<file path="src/rtl/pixel_pkg.sv">
// Shared types for the edge-filter pixel sink: pixel width, pixel type and writer states.
package pixel_pkg;

    localparam int unsigned PIX_W = 4;

    typedef logic [PIX_W-1:0] pixel_t;

    typedef enum logic [1:0] {
        IDLE,
        SKIP,
        CAPTURE
    } wr_state_t;

    // Counter width for 0..n-1, never narrower than one bit
    function automatic int unsigned clog2_min1(input int unsigned n);
        return (n > 1) ? $clog2(n) : 1;
    endfunction

endpackage

</file>
<file path="src/rtl/edge_frame_writer_raster.sv">
// Column/row/linear-address counters for one raster-order frame; wraps to 0 after the last pixel.
module raster_counter
    import pixel_pkg::*;
#(
    parameter int unsigned IMG_W = 640,
    parameter int unsigned IMG_H = 480,
    localparam int unsigned ADDR_W = $clog2(IMG_W * IMG_H)
) (
    input  logic              clk,
    input  logic              rst,
    input  logic              clr,
    input  logic              en,
    output logic [ADDR_W-1:0] addr,
    output logic              last_c
);

    localparam int unsigned COL_W = clog2_min1(IMG_W);
    localparam int unsigned ROW_W = clog2_min1(IMG_H);

    logic [COL_W-1:0] col;
    logic [ROW_W-1:0] row;

    assign last_c = (col == COL_W'(IMG_W - 1)) && (row == ROW_W'(IMG_H - 1));

    // Linear address advances alongside col/row so no row*IMG_W multiply is needed
    always_ff @(posedge clk or posedge rst) begin
        if (rst) begin
            col  <= '0;
            row  <= '0;
            addr <= '0;
        end else if (clr || (en && last_c)) begin
            col  <= '0;
            row  <= '0;
            addr <= '0;
        end else if (en) begin
            addr <= addr + ADDR_W'(1);
            if (col == COL_W'(IMG_W - 1)) begin
                col <= '0;
                row <= row + ROW_W'(1);
            end else begin
                col <= col + COL_W'(1);
            end
        end
    end

endmodule

</file>
<file path="src/rtl/edge_frame_writer.sv">
// Captures one frame of filtered pixels on start and writes it linearly into the frame buffer.
module edge_frame_writer
    import pixel_pkg::*;
#(
    parameter int unsigned IMG_W    = 640,
    parameter int unsigned IMG_H    = 480,
    parameter int unsigned SKIP_PIX = 0,
    localparam int unsigned ADDR_W  = $clog2(IMG_W * IMG_H)
) (
    input  logic              clk,
    input  logic              rst,
    input  logic              start,
    input  pixel_t            pixel_in,
    input  logic              in_ready,
    output logic              wr_en,
    output logic [ADDR_W-1:0] wr_addr,
    output pixel_t            wr_data,
    output logic              busy,
    output logic              frame_done,
    output logic              overrun,
    output logic [7:0]        frame_cnt
);

    localparam int unsigned SKIP_W = clog2_min1(SKIP_PIX);

    wr_state_t         state;
    logic [SKIP_W-1:0] skip_cnt;
    logic              cnt_clr;
    logic              cnt_en;
    logic              last_c;
    logic [ADDR_W-1:0] cur_addr;

    assign cnt_clr = (state == IDLE) && start;
    assign cnt_en  = (state == CAPTURE) && in_ready;

    raster_counter #(
        .IMG_W (IMG_W),
        .IMG_H (IMG_H)
    ) u_raster (
        .clk    (clk),
        .rst    (rst),
        .clr    (cnt_clr),
        .en     (cnt_en),
        .addr   (cur_addr),
        .last_c (last_c)
    );

    // Writer FSM with registered write port and status outputs
    always_ff @(posedge clk or posedge rst) begin
        if (rst) begin
            state      <= IDLE;
            skip_cnt   <= '0;
            wr_en      <= 1'b0;
            wr_addr    <= '0;
            wr_data    <= '0;
            busy       <= 1'b0;
            frame_done <= 1'b0;
            overrun    <= 1'b0;
            frame_cnt  <= '0;
        end else begin
            wr_en      <= 1'b0;
            frame_done <= 1'b0;
            case (state)
                IDLE: begin
                    // A pixel coinciding with start is dropped; capture begins next cycle
                    if (start) begin
                        state    <= (SKIP_PIX > 0) ? SKIP : CAPTURE;
                        skip_cnt <= '0;
                        overrun  <= 1'b0;
                        busy     <= 1'b1;
                    end else if (in_ready) begin
                        overrun <= 1'b1;
                    end
                end
                SKIP: begin
                    if (in_ready) begin
                        if (skip_cnt == SKIP_W'(SKIP_PIX - 1)) begin
                            state    <= CAPTURE;
                            skip_cnt <= '0;
                        end else begin
                            skip_cnt <= skip_cnt + SKIP_W'(1);
                        end
                    end
                end
                CAPTURE: begin
                    if (in_ready) begin
                        wr_en   <= 1'b1;
                        wr_addr <= cur_addr;
                        wr_data <= pixel_in;
                        if (last_c) begin
                            state      <= IDLE;
                            busy       <= 1'b0;
                            frame_done <= 1'b1;
                            frame_cnt  <= frame_cnt + 8'd1;
                        end
                    end
                end
                default: begin
                    state <= IDLE;
                    busy  <= 1'b0;
                end
            endcase
        end
    end

endmodule

</file>
<file path="config.mk">
export PLATFORM = sky130hd
export DESIGN_NAME = edge_frame_writer
export DESIGN_NICKNAME = d
export VERILOG_FILES = /design/src/rtl/pixel_pkg.sv /design/src/rtl/edge_frame_writer_raster.sv /design/src/rtl/edge_frame_writer.sv
export SDC_FILE = /design/constraint.sdc
export NUM_CORES = 1
export LEC_CHECK = 0
export ABC_AREA = 1
export BUFFER_PORTS_ARGS = -buffer_cell sky130_fd_sc_hd__buf_2
export CORE_MARGIN = 5
export CORE_UTILIZATION = 58
export CTS_CLUSTER_SIZE = 10
export DETAILED_ROUTE_END_ITERATION = 7
export GPL_TIMING_DRIVEN = 0
export PLACE_DENSITY = 0.86
export SLEW_MARGIN = 20
export SYNTH_ARGS = -nofsm -noshare
export SYNTH_HDL_FRONTEND = slang
export SYNTH_SLANG_ARGS = --single-unit
</file>
<file path="constraint.sdc">
create_clock -name clk -period 2.7 [get_ports clk]
set_input_delay 0.54 -clock clk [delete_from_list [all_inputs] [get_ports clk]]
set_output_delay 0.54 -clock clk [all_outputs]
set_load 0.01 [all_outputs]
</file>
* Word-level counts from Yosys, hierarchy flattened
Index checks and enable logic that the tools add are counted.
Word-level totals: output and inout bits 35, flip-flop bits (word level) 76
Cells by class: bitwise logic cells 1, reduce and logical (&&, ||, !) cells 17, muxes and demuxes 29, add/sub/neg operators 5, equality and inequality tests 9
Operators by type and width (count):
- $mux 19 | 2
- $mux 10 | 3
- $mux 9 | 3
- $add 19x1->19 const B | 1
- $mux 1 | 13
- $add 10x1->10 const B | 1
- $eq 10x10->1 const B | 1
- $mux 2 | 5
- $add 9x1->9 const B | 1
- $eq 9x9->1 const B | 1
- $add 8x1->8 const B | 1
- $ne 2x2->1 const B | 4
- $reduce_bool 2->1 | 4
- $pmux 2 s3 | 1
- $reduce_and 2->1 | 3
- $reduce_and 3->1 | 2
- $reduce_and 5->1 | 1
- $logic_and 1x1->1 | 4
- $reduce_and 4->1 | 1
- $pmux 1 s3 | 1
- $eq 2x1->1 const B | 1
- $eq 2x2->1 const B | 1
- $logic_not 2->1 | 1
- $ne 2x1->1 const B | 1
- other kinds (4) | 4

* Depth between registers and ports, before layout
word-level depth 6, depth in mapped cells 10

* Hierarchy
From an unflattened synthesis, not the netlist that was laid out.
Second synthesis, totals: cells, all modules 465, area, all modules 3671.0 um^2
Modules (own cells, without submodules):
- raster_counter | cells an instance 300, area each 2229.6 um^2, instances 1, seq. area each 950.9 um^2
- edge_frame_writer | cells an instance 165, area each 1441.4 um^2, instances 1, seq. area each 875.8 um^2

* Worst setup path after synthesis
No wires, ideal clock.
kind reg2reg, start reg u_raster.col[0], end reg u_raster.addr[14], period minus slack after synthesis 1.483 ns, data arrival time 1.366 ns, path buffers 1, stages on the path, launching flop included 10, data required time 2.583 ns, path slack 1.217 ns, path through dfrtp_1 ha_1 nand2_1 nor2_4 nand2_4 nor2_4 nor2_4 buf_6 nand3_1 nand2_1
On the way: word-level cells in the longest chain between the ends 5, elaborated cells on any way between the ends 6, those cells by class eq/ne: 1; mux: 1; reduce/logical: 4
Ends and longest elaborated chain:
- from (decl) | line edge_frame_writer_raster.sv:20 | logic [COL_W-1:0] col;
- from (signal assigned) | line edge_frame_writer_raster.sv:41 | col <= col + COL_W'(1);
- $eq 10x10->1 * | line edge_frame_writer_raster.sv:23 | assign last_c = (col == COL_W'(IMG_W - 1)) && (row == ROW_W'(IMG_H - 1));
- $logic_and 1x1->1 * | line edge_frame_writer_raster.sv:23
- $logic_and 1x1->1 * | line edge_frame_writer_raster.sv:31 | end else if (clr || (en && last_c)) begin
- $logic_or 1x1->1 * | line edge_frame_writer_raster.sv:31
- $mux 19 / $reduce_bool 2->1 (equally long branches)
- to (signal assigned) | line edge_frame_writer_raster.sv:36 | addr <= addr + ADDR_W'(1);
- to (decl) | line edge_frame_writer_raster.sv:13 | output logic [ADDR_W-1:0] addr,
Every way passes the cells marked *; elsewhere a longest branch is shown, timed or not. A chain may end at the register's enable or synchronous reset.

* Worst setup path in the final report
start reg u_raster.row[0], end reg u_raster.row[3]
On the way: word-level cells in the longest chain between the ends 6, elaborated cells on any way between the ends 11, those cells by class add/sub: 1; eq/ne: 1; mux: 3; reduce/logical: 6
Ends and longest elaborated chain:
- from (decl) | line edge_frame_writer_raster.sv:21 | logic [ROW_W-1:0] row;
- from (signal assigned) | line edge_frame_writer_raster.sv:39 | row <= row + ROW_W'(1);
- branches (longest 6 deep; another with $add 9x1->9)
Parallel ways; which one is timed is not known. The select of a mux whose other input is x is not followed.

==> summary.md <==
### Clock tree
* quantity of gates resized following cts: 0
* number of buffers inserted by hold repair at cts: 0
* clock buffers created by TritonCTS: 9
* number of clock sinks: 73
* root buf cell: sky130_fd_sc_hd__clkbuf_8
* clock latency at the later pin of the worst-skew pair: 0.35 ns
* buffers inserted by post-CTS timing repair: 0
* maximum level of the CTS H-tree: 3
* clk slew on worst S/H paths: 0.07 ns
* clock tree from TritonCTS: done
* maximum buffer depth of the clock tree: 2

### STA
* tightest slew margin relative to the limit: 69.07%
* highest clock frequency the design can meet: 0.5661 GHz
* number of failing setup endpoints in the final timing report: 0
* hold violation total from the final report: 0
* setup repair after global routing missed its margin: no
* actual slew at the worst max-slew pin: 0.4640 ns
* Post-Route Hold Slack: 0.2130 ns
* share of the clock period used by the worst path: 65.42%
* Clock Skews: 0.006449 ns
* count of final max-slew check failures: 0
* time the final worst path needs with I/O delays and setup: 1.766 ns

### Yosys
* average footprint of a synthesized cell: 8.106 sq um
* number of instances in the synthesized netlist: 443
* largest cells by area after synthesis: sky130_fd_sc_hd__dfrtp_1, sky130_fd_sc_hd__nand2_1, sky130_fd_sc_hd__nor2_1
* area fraction of the dominant cell type after synthesis: 50.87%
* flip-flop and latch count after synthesis: 73
* post-synthesis cell area: 0.003591 sq mm
* Synthesized Nets: 455
* post-synth cell types: 30
* Yosys warning count: 0
* area leader, netlist: sky130_fd_sc_hd__dfrtp_1
* register area share after synthesis: 50.87%

### Floorplanning
* number of core rows: 28
* width of the die: 88.69 um
* initial core utilization: 60.29%
* chip height: 88.69 um
* DIE AREA: 0.007865 sq mm
* I/O pins: 43
* Core Box Area: 0.005956 sq mm

### GRT
* initial antenna violation count: 0
* pin count of the biggest net entering global routing: 38
* Total GRT Usage: 21.93%
* number of global-route vias before repair: 2913
* total global routing overflow: 0
* first-pass GRT wire length: 13.27 mm

### Power and ir drop
* total power density per cell area: 641.6 mW/mm^2
* largest voltage drop on the vdd net: 0.6328 mV
* Leak Pwr: 2.089 nW

### Finish
* ANT cells: 0
* top library cells by usage in the layout, fill and taps aside: sky130_fd_sc_hd__nand2_1, sky130_fd_sc_hd__dfrtp_1, sky130_fd_sc_hd__nor2_1
* fraction of final layout cells sized beyond drive strength 1: 17.56%
* final core area utilization: 68.87%
* Total Nets Final: 509
* leading cell type in the layout, fill and taps excluded: sky130_fd_sc_hd__nand2_1
* Cell Count, Final, Fillers Out: 576
* Layout area overhead: 14.22%

### Critical path
* delay of the slowest cell on the worst path: 0.40 ns
* arrival time worst endpoint: 1.99 ns
* library cell appearing most often on the critical path: sky130_fd_sc_hd__nor2_4
* Worst Path Class, Setup: reg -> reg
* Critical Path Source: u_raster.row[0]
* endpoint required time on the critical path: 2.92 ns
* endpoint kind of the worst setup timing path: flip-flop
* Reg-to-Reg Start: u_raster.row[0]
* critical path cell sequence: ha_1, nand3_2, nor2_2, nand2_2, nor2_4, nor2_4, nand2_1, o21ai_0
* launching element type of the critical path: flip-flop
* critical path peak fanout: 7
* slowest cell on the critical path: sky130_fd_sc_hd__dfrtp_1

### Flow run
* number of max-capacitance violations reported: 0

### Drt
* mean number of vias per cell: 5.333
* final routed DRC violation total: 0
* total wire length: 7.810 mm
* antenna violation net count after detailed routing: 0
* overall via count from detail_route: 3072
* DRT Pass-1 Iters: 5
* wire length per cell after detailed routing: 13.56 um
* drt first-iter violations: 194

### Placement
* number of buffer cells added on primary ports: 42
* weighted congestion at the end of routability-driven global placement: 0.9315
* total placed cells including tap cells: 561
* DPL Wire Length: 5.705 mm

### Run status
* run status: finished clean

### Hold path
* type of the tightest min-delay check: in -> async

## path summary, 6_finish.rpt
kind / end / slack (ns) / cells past startpoint
max: u_raster.row[3] / 0.93 / 8
min: frame_cnt[2] / 0.21 / 2
max reg2reg: u_raster.row[3] / 0.93 / 8
min reg2reg: wr_addr[10] / 0.48 / 2
max in group asynchronous: u_raster.addr[11] / 1.94 / 3
min in group clk: wr_data[2] / 0.38 / 3
## cell type report
type                    count  area [sq um]
fillers                   475          1854
flip-flops and latches     73          1827
multi-input cells         318          1541
repair buffers             43         230.2
inverters                  42         160.2
clock buffers               9         123.9
well taps                  75         93.84
plain buffers              10         65.06
clock inverters             6         60.06
## synth_stat cells
cell type	number
sky130_fd_sc_hd__o21a_1	2
sky130_fd_sc_hd__ha_1	4
sky130_fd_sc_hd__nor2_2	4
sky130_fd_sc_hd__clkinv_1	1
sky130_fd_sc_hd__nor4_1	1
sky130_fd_sc_hd__buf_2	4
sky130_fd_sc_hd__o21ai_4	1
sky130_fd_sc_hd__nor2_4	3
sky130_fd_sc_hd__nor3b_1	2
sky130_fd_sc_hd__a21oi_1	9
sky130_fd_sc_hd__clkbuf_1	3
sky130_fd_sc_hd__nand2_1	138
sky130_fd_sc_hd__nor3_1	12
sky130_fd_sc_hd__nand2_2	5
sky130_fd_sc_hd__xor2_1	10
sky130_fd_sc_hd__nand3_1	28
sky130_fd_sc_hd__inv_1	37
sky130_fd_sc_hd__dfrtp_1	73
sky130_fd_sc_hd__o21ai_0	24
sky130_fd_sc_hd__o21ai_1	4
sky130_fd_sc_hd__a31oi_1	1
sky130_fd_sc_hd__nand3_2	2
sky130_fd_sc_hd__nand4_1	9
sky130_fd_sc_hd__buf_6	3
sky130_fd_sc_hd__nor2_1	49
sky130_fd_sc_hd__inv_2	4
sky130_fd_sc_hd__a31o_2	1
sky130_fd_sc_hd__nor3_2	1
sky130_fd_sc_hd__nand2_4	1
sky130_fd_sc_hd__xnor2_1	7
## logic make-up (layout without fill, tap and decap cells)
group,Yosys count,count (layout),share of synthesized area (%)
simple gates,255,255,30.94
fa+ha+maj,4,4,1.394
xor+xnor,17,17,4.146
buf+inv,52,110,6.202
compound gates,42,42,6.446
flops,73,73,50.87
## power breakdown
group          switching (W)  internal (W)
clock network       0.000400      0.000416
registers           0.000133       0.00124
logic               0.000270      0.000171
total               0.000803       0.00183
## sequential cells by signal (all words and copies together) (netlist names)
signal	count
wr_en	1
frame_cnt	8
frame_done	1
overrun	1
busy	1
u_raster.col	10
wr_data	4
wr_addr	19
u_raster.row	9
u_raster.addr	19
## layer usage
metal / up-vias / track usage (%) / wire length, um
li1: 1513 / - / -
met1: 1435 / 28.81 / 3424
met2: 106 / 34.55 / 3745
met3: 18 / 6.145 / 460
met4: 0 / 8.516 / 179
met5: - / 0 / 0
## critical path, delay by kind of cell, from the launching register on
kind            cells  cell delay [ns]
simple gates        6             0.90
compound gates      1             0.11
flops               1             0.40
fa+ha+maj           1             0.22
## stage by stage
stage	power (W)	area [sq um]	worst slack (ns)	TNS [ns]
final	0.002631	4101	0.9336	0
after floorplan	0.001682	3591	0.3067	0
after global placement	0.001803	3895	-0.4636	-33.71
after global routing	0.002782	4101	0.7861	0
after CTS	0.002645	4101	0.9292	0
after detailed placement	0.001834	3918	0.8131	0
Note: power is estimated with default switching activity, not from simulation.
